**src/rtl/stream_fifo_pkg.sv**
```systemverilog
// rtl/stream_fifo_pkg.sv - shared constants, types and width helpers for the stream FIFO
package stream_fifo_pkg;

    localparam int DEFAULT_WIDTH       = 8;
    localparam int DEFAULT_DEPTH       = 4;
    localparam int DEFAULT_COUNT_WIDTH = $clog2(DEFAULT_DEPTH + 1);

    // Occupancy type for a FIFO built with the default depth.
    typedef logic [DEFAULT_COUNT_WIDTH-1:0] count_t;

    // Pointer width; never narrower than one bit.
    function automatic int calc_ptr_width(input int depth);
        int w;
        w = $clog2(depth);
        return (w < 1) ? 1 : w;
    endfunction

    // Occupancy width: must represent 0..depth inclusive.
    function automatic int calc_count_width(input int depth);
        return $clog2(depth + 1);
    endfunction

endpackage

```
**src/rtl/stream_fifo_ptr_ctrl.sv**
```systemverilog
// rtl/stream_fifo_ptr_ctrl.sv - pointers, occupancy, flush and overflow tracking for the stream FIFO
module stream_fifo_ptr_ctrl
    import stream_fifo_pkg::*;
#(
    parameter  int DEPTH = 4,
    localparam int PW    = calc_ptr_width(DEPTH),
    localparam int CW    = calc_count_width(DEPTH)
) (
    input  logic          i_clk,
    input  logic          i_rst_n,
    input  logic          i_clear,
    input  logic          i_push_valid,
    input  logic          i_pop_ready,
    output logic          o_push_ready,
    output logic          o_pop_valid,
    output logic          o_push_en,
    output logic          o_pop_en,
    output logic [PW-1:0] o_wr_ptr,
    output logic [PW-1:0] o_rd_ptr,
    output logic [CW-1:0] o_count,
    output logic          o_overflow
);

    localparam logic [CW-1:0] FULL_COUNT = CW'(DEPTH);
    localparam logic [PW-1:0] LAST_PTR   = PW'(DEPTH - 1);

    logic [PW-1:0] wr_ptr;
    logic [PW-1:0] rd_ptr;
    logic [CW-1:0] count;
    logic          overflow;

    // Explicit wrap so non-power-of-two depths never index past the last entry.
    function automatic logic [PW-1:0] next_ptr(input logic [PW-1:0] ptr);
        return (ptr == LAST_PTR) ? '0 : ptr + PW'(1);
    endfunction

    // Handshake qualifiers come from registered count only, so ready has no path from pop.
    always_comb begin
        o_push_ready = (count != FULL_COUNT);
        o_pop_valid  = (count != '0);
        o_push_en    = i_push_valid & o_push_ready;
        o_pop_en     = o_pop_valid & i_pop_ready;
    end

    // Pointer/count/overflow state; clear overrides any handshake in the same cycle.
    always_ff @(posedge i_clk or negedge i_rst_n) begin
        if (!i_rst_n) begin
            wr_ptr   <= '0;
            rd_ptr   <= '0;
            count    <= '0;
            overflow <= 1'b0;
        end else if (i_clear) begin
            wr_ptr   <= '0;
            rd_ptr   <= '0;
            count    <= '0;
            overflow <= 1'b0;
        end else begin
            if (o_push_en) begin
                wr_ptr <= next_ptr(wr_ptr);
            end
            if (o_pop_en) begin
                rd_ptr <= next_ptr(rd_ptr);
            end
            if (o_push_en && !o_pop_en) begin
                count <= count + CW'(1);
            end else if (o_pop_en && !o_push_en) begin
                count <= count - CW'(1);
            end
            if (i_push_valid && (count == FULL_COUNT)) begin
                overflow <= 1'b1;
            end
        end
    end

    assign o_wr_ptr   = wr_ptr;
    assign o_rd_ptr   = rd_ptr;
    assign o_count    = count;
    assign o_overflow = overflow;

endmodule

```
**src/rtl/stream_fifo_generic.sv**
```systemverilog
// rtl/stream_fifo_generic.sv - parametrised valid/ready stream FIFO with count, almost-full and overflow
module stream_fifo_generic
    import stream_fifo_pkg::*;
#(
    parameter  int WIDTH        = 8,
    parameter  int DEPTH        = 4,
    parameter  int AF_THRESHOLD = DEPTH - 1,
    localparam int CW           = calc_count_width(DEPTH)
) (
    input  logic             i_clk,
    input  logic             i_rst_n,
    input  logic             i_clear,
    input  logic             i_push_valid,
    output logic             o_push_ready,
    input  logic [WIDTH-1:0] i_push_data,
    output logic             o_pop_valid,
    input  logic             i_pop_ready,
    output logic [WIDTH-1:0] o_pop_data,
    output logic [CW-1:0]    o_count,
    output logic             o_almost_full,
    output logic             o_overflow
);

    localparam int            PW      = calc_ptr_width(DEPTH);
    localparam logic [CW-1:0] AF_LEVEL = CW'(AF_THRESHOLD);

    if (DEPTH < 2) begin : g_bad_depth
        $error("stream_fifo_generic: DEPTH must be at least 2");
    end
    if (AF_THRESHOLD < 1 || AF_THRESHOLD > DEPTH) begin : g_bad_af
        $error("stream_fifo_generic: AF_THRESHOLD must lie in 1..DEPTH");
    end

    logic             push_en;
    logic             pop_en;
    logic [PW-1:0]    wr_ptr;
    logic [PW-1:0]    rd_ptr;
    logic [WIDTH-1:0] mem [DEPTH];

    stream_fifo_ptr_ctrl #(
        .DEPTH (DEPTH)
    ) u_ptr_ctrl (
        .i_clk        (i_clk),
        .i_rst_n      (i_rst_n),
        .i_clear      (i_clear),
        .i_push_valid (i_push_valid),
        .i_pop_ready  (i_pop_ready),
        .o_push_ready (o_push_ready),
        .o_pop_valid  (o_pop_valid),
        .o_push_en    (push_en),
        .o_pop_en     (pop_en),
        .o_wr_ptr     (wr_ptr),
        .o_rd_ptr     (rd_ptr),
        .o_count      (o_count),
        .o_overflow   (o_overflow)
    );

    // Storage is written only on an accepted push; contents survive reset and flush.
    always_ff @(posedge i_clk) begin
        if (push_en) begin
            mem[wr_ptr] <= i_push_data;
        end
    end

    // Head entry read straight out of the array so a pushed word is visible next cycle.
    always_comb begin
        o_pop_data    = mem[rd_ptr];
        o_almost_full = (o_count >= AF_LEVEL);
    end

endmodule
```
**config.mk**
```make
export PLATFORM = sky130hd
export DESIGN_NAME = stream_fifo_generic
export DESIGN_NICKNAME = d
export VERILOG_FILES = /design/src/rtl/stream_fifo_pkg.sv /design/src/rtl/stream_fifo_ptr_ctrl.sv /design/src/rtl/stream_fifo_generic.sv
export SDC_FILE = /design/constraint.sdc
export NUM_CORES = 1
export LEC_CHECK = 0
export ABC_AREA = 1
export CAP_MARGIN = 10
export CORE_UTILIZATION = 40
export CTS_BUF_LIST = sky130_fd_sc_hd__clkbuf_16
export DETAILED_ROUTE_END_ITERATION = 16
export MAX_ROUTING_LAYER = met4
export PLACE_DENSITY = 0.72
export SETUP_SLACK_MARGIN = 0.15
export SLEW_MARGIN = 5
export SYNTH_ARGS = -nofsm -noshare
export SYNTH_HDL_FRONTEND = slang
export SYNTH_HIERARCHICAL = 1
export SYNTH_SLANG_ARGS = --single-unit
```
**constraint.sdc**
```tcl
create_clock -name i_clk -period 2.9 [get_ports i_clk]
set_input_delay 0.29 -clock i_clk [delete_from_list [all_inputs] [get_ports i_clk]]
set_output_delay 0.29 -clock i_clk [all_outputs]
set_load 0.05 [all_outputs]
```
### Word level (Yosys, flattened, before mapping)

Memories as Yosys holds them, arrays and structs flattened.
Cells that the tools add are included.

* memories: 1
* memory bits (writable): 32
* logic and storage cells: 39
* register bits after elaboration: 8
* bits of input ports: 13

* reductions and logical operators: 10
* bitwise logic cells: 2
* add/sub/neg operators: 4
* muxes and demuxes: 13
* equality and inequality tests: 4
* magnitude comparators: 1

Memory list
* mem: depth 4, bits a word 8, rd ports 1, clocked after Yosys merged registers in 0, wr ports 1, line stream_fifo_generic.sv:38 `logic [WIDTH-1:0] mem [DEPTH];`

Operators by type and width (number)
* $mux 2: 6
* $mux 3: 3
* $reduce_bool 2->1: 3
* $reduce_bool 3->1: 2
* $add 2x1->2 const B: 2
* $eq 2x2->1 const B: 2
* $mux 1: 4
* $add 3x1->3 const B: 1
* $eq 3x3->1 const B: 1
* $ge 3x2->1 const B: 1
* $logic_and 1x1->1: 3
* $ne 3x3->1 const B: 1
* $sub 3x1->3 const B: 1
* $and 1x1->1: 2
* $logic_not 1->1: 2

### Logic depth before layout (Yosys ltp)

* word-level depth: 7
* gate-level depth with buffers: 12
* depth with buffers taken out: 12

### By module

Netlist, hierarchy kept.

By module, submodules not included
* stream_fifo_generic: seq. area each 960.9 um^2, cells each 134, instances 1, area each 1395.1 um^2
* stream_fifo_ptr_ctrl: seq. area each 200.2 um^2, cells each 61, instances 1, area each 550.5 um^2

### Worst setup path before layout

No wires, ideal clock.

* path kind: reg2reg
* start point: register u_ptr_ctrl.count[2] (netlist: u_ptr_ctrl/o_count[2])
* end point: register u_ptr_ctrl.count[2] (netlist: u_ptr_ctrl/o_count[2])
* data arrival time: 2.198 ns
* cell stages (with the launch flop): 13
* buffers on the path: 1
* clock period less this slack: 2.316 ns
* setup slack: 0.584 ns
* library setup time: 0.118 ns
* cell sequence: dfrtp_1 > buf_4 > inv_2 > nand2_2 > nand2_4 > nand2_8 > inv_1 > fa_1 > xor2_1 > nand3_1 > nand2_1 > nand2_1 > nand2_1

* cells in the longest elaborated chain, start to end: 6
* elaborated cells on any way between the ends: 14

Ends and longest elaborated chain
* start, declared: line stream_fifo_ptr_ctrl.sv:29 `logic [CW-1:0] count;`
* start signal, assigned: line stream_fifo_ptr_ctrl.sv:65 `count <= count + CW'(1);`
* start signal, assigned: line stream_fifo_ptr_ctrl.sv:67 `count <= count - CW'(1);`
* $reduce_bool 3->1 (*): line stream_fifo_ptr_ctrl.sv:40 `o_pop_valid = (count != '0);`
* via o_pop_valid: line stream_fifo_generic.sv:16 `output logic o_pop_valid,`
* $and 1x1->1 (*): line stream_fifo_ptr_ctrl.sv:42 `o_pop_en = o_pop_valid & i_pop_ready;`
* $logic_not 1->1: line stream_fifo_ptr_ctrl.sv:64 `if (o_push_en && !o_pop_en) begin`
* $logic_and 1x1->1: line stream_fifo_ptr_ctrl.sv:64
* $mux 3: line stream_fifo_ptr_ctrl.sv:64
* $mux 3: line stream_fifo_ptr_ctrl.sv:52 `end else if (i_clear) begin`

Mark *: on every way through the listed nets, which the timed path passes. The rest lies on a longest branch. The select of a mux whose other input is x is not followed.
A chain may end at the register's enable or synchronous reset.

### Worst setup path in the final report

* start point: register u_ptr_ctrl.rd_ptr[1] (netlist: u_ptr_ctrl/o_rd_ptr[1])
* end point: output port o_pop_data[4]

* cells in the longest elaborated chain, start to end: 1

Ends and longest elaborated chain
* start, declared: line stream_fifo_ptr_ctrl.sv:28 `logic [PW-1:0] rd_ptr;`
* start signal, assigned: line stream_fifo_ptr_ctrl.sv:62 `rd_ptr <= next_ptr(rd_ptr);`
* $mem_v2 4x8
* end, declared: line stream_fifo_generic.sv:18 `output logic [WIDTH-1:0] o_pop_data,`

No other way between the ends.

==> run_results.csv <==
group,metric,value,unit
route,vias_per_cell,4.784,
logic_synthesis,synthTopCellsByCount,"nand2_1, inv_1, edfxtp_1",
logic_synthesis,yosysTopAreaCell,"edfxtp_1",
route,antenna_left,0,
logic_synthesis,seq_area_frac_synth,59.68,%
placement,place_inst,276,
route,wl_met2,1.706,mm
clocking,cts_hold_buf,0,
logic_synthesis,synth_most_common_cell,"nand2_1",
logic_synthesis,synth_flop_cell,"edfxtp_1",
hold_path,hp-class,"in2async",
route,drt_wl_total,3.416,mm
timing,setup_viol,0,
route,route.met3.wl,155,µm
logic_synthesis,yosys_warnings,6,
timing,fin_crit_sh,83.63,%
logic_synthesis,async_reset_ff_share,20.00,%
critical_path,crit_start,"u_ptr_ctrl/o_rd_ptr[1]",
timing,drv_slew,0,
timing,period_needed,2425,ps
logic_synthesis,syn-num-nets,211,
floorplan,die-height,71.74,µm
floorplan,start_util,41.47,%
timing,worst_slew_pin_slew,499.0,ps
placement,gp_congestion,0.8383,
grt,grt_use_total,15.74,%
power,p_leak,1.122,nW
timing,tns,0,ps
clocking,clkTransAtPathRegs,50,ps
clocking,cts_setup_buffers,0,
clocking,h-tree-depth,2,
placement,io_buffers,27,
finish,drive_above_1_share,10.92,%
floorplan,core-area,0.004692,mm²
route,first_pass_iters,4,
logic_synthesis,syn_area,0.001946,mm²
floorplan,rows,25,
grt,first_global_vias,1245,
critical_path,r2r-start,"u_ptr_ctrl/o_count[0]",
floorplan,die_w,71.74,µm
floorplan,dieArea,0.005147,mm²
logic_synthesis,yosysUniqueCellTypes,26,
route,routedWlPerCell,12.07,µm
logic_synthesis,synth_top_area_share,49.39,%
placement,dpl.hpwl,2.313,mm
timing,rsz0062_at_grt,"false",
clocking,cts.repair.resized,0,
clocking,tritoncts,"done",
critical_path,startpoint_type,"register",
logic_synthesis,synth_cells,195,
clocking,cts_buffer_depth,2,
timing,hold_viol,0,
power,ir_worst_vdd,0.8195,mV
critical_path,cp.arrival,2140,ps
route,drcViolationCount,0,
critical_path,required,2610,ps
logic_synthesis,ys_ff_latch,40,
status,status,"complete, no violations",
critical_path,critPathKind,"reg2out",
grt,grt_max_degree,20,
grt,antenna_found_initial,0,
clocking,root_buffer,"clkbuf_16",
finish,final_nets,245,
clocking,cts.sinks,40,
clocking,clk_latency,280,ps
timing,skew,5.073,ps
clocking,numCtsBuffers,5,
route,met1_length,1.502,mm
route,dr.first_iter.drc_count,67,
grt,grt_overflow,0,
power,p_per_area,1024,mW/mm²
logic_synthesis,synth_area_leaders,"edfxtp_1, dfrtp_1, nand2_1, inv_1, nand3_1",
critical_path,crit_path_end_kind,"primary output",
route,vias,1354,
logic_synthesis,synth_edf_count,32,
timing,timing.hold.ws,303.9,ps
finish,final_area,0.002464,mm²
timing,slew_headroom,66.63,%
grt,grt_pass1_wl,5.754,mm
finish,area_delta_synth_final,26.62,%
logic_synthesis,syn_avg_cell_area,9.978,µm²
floorplan,io-pin-count,28,
route,top_layer_used,"met4",
placement,postPlaceCellArea,0.002278,mm²
run,cap_violations,0,
critical_path,crit_path_max_fanout,11,
timing,fmax,412.3,MHz
finish,fin_cells,283,
finish,diodes,0,
-- critical path: stages, from the launching register on --
cell and delay [ps]:
dfrtp_1 530, inv_1 340, nand3_1 120, nand2_1 70, clkdlybuf4s50_1 790
-- layer usage --
layer  vias to the layer above  global-route usage [%]
met4                         0                   6.318
met5                         -                       -
met3                         6                   4.641
li1                        686                       -
met1                       633                   17.25
met2                        29                   26.83
-- cells in the final DEF, fill, tap and decap left out, types with 2 or more instances in the layout --
| cell | netlist | final |
|---|---|---|
| nor2_1 | 4 | 4 |
| nand2_4 | 2 | 2 |
| nand2_2 | 2 | 2 |
| nor3_1 | 4 | 4 |
| nand2_8 | 2 | 2 |
| nand4_1 | 3 | 3 |
| clkbuf_16 | 0 | 5 |
| buf_4 | 2 | 5 |
| nand3_1 | 23 | 23 |
| a21oi_1 | 3 | 3 |
| inv_2 | 2 | 2 |
| edfxtp_1 | 32 | 32 |
| dfrtp_1 | 8 | 8 |
| bufinv_16 | 0 | 2 |
| ha_1 | 2 | 2 |
| clkdlybuf4s50_1 | 0 | 27 |
| inv_1 | 41 | 41 |
| nand2_1 | 53 | 53 |
-- area by class of cell --
| cell class | count | area (µm²) |
|---|---|---|
| Clock buffer | 5 | 125.1 |
| Clock inverter | 2 | 60.06 |
| Fill cell | 436 | 2228 |
| Inverter | 45 | 176.4 |
| Multi-Input combinational cell | 105 | 565.5 |
| Sequential cell | 40 | 1161 |
| Tap cell | 54 | 67.56 |
| Timing Repair Buffer | 32 | 307.8 |
-- worst paths after layout --
check	to	slack, ps	depth (start not counted)
worst max-delay path	o_pop_data[4]	470	4
worst min-delay path	u_ptr_ctrl/o_count[2]	300	1
worst max register to register	u_ptr_ctrl/o_count[2]	930	12
worst min register to register	u_ptr_ctrl/o_overflow	530	2
max in group asynchronous	u_ptr_ctrl/o_overflow	2320	1
min in group i_clk	u_ptr_ctrl/o_overflow	530	2
-- logic make-up (layout without fill, tap and decap cells) --
family	after synthesis	after routing	synth area share, %
simple gates	95	95	23.86
buf+inv	50	84	11.25
flops	40	40	59.68
compound gates	5	5	1.994
fa+ha+maj	3	3	2.315
xor+xnor	2	2	0.9005
-- where the power goes --
part	leakage [nW]	total [W]	switching (W)	internal, W
combinational	0.632	0.00107	0.000713	0.000355
clock	0.0899	0.000681	0.000193	0.000487
sequential	0.400	0.000774	0.0000745	0.000700
-- state kept, by name, summed over array words and instances, names as in the netlist --
signal / count
u_ptr_ctrl/o_rd_ptr: 2
u_ptr_ctrl/o_overflow: 1
u_ptr_ctrl/o_count: 3
mem: 32
u_ptr_ctrl/o_wr_ptr: 2
-- through the flow --
step	utilization [%]	total power, W	setup WS (ps)
5_1_grt	52.51	0.002652	358.6
3_5_place_dp	48.56	0.001856	772.6
2_1_floorplan	-	0.001569	584.4
6_report	52.51	0.002523	474.7
4_1_cts	52.51	0.002547	468.1
3_3_place_gp	48.56	0.001846	797.3
Power figures use the tool's default switching activity.
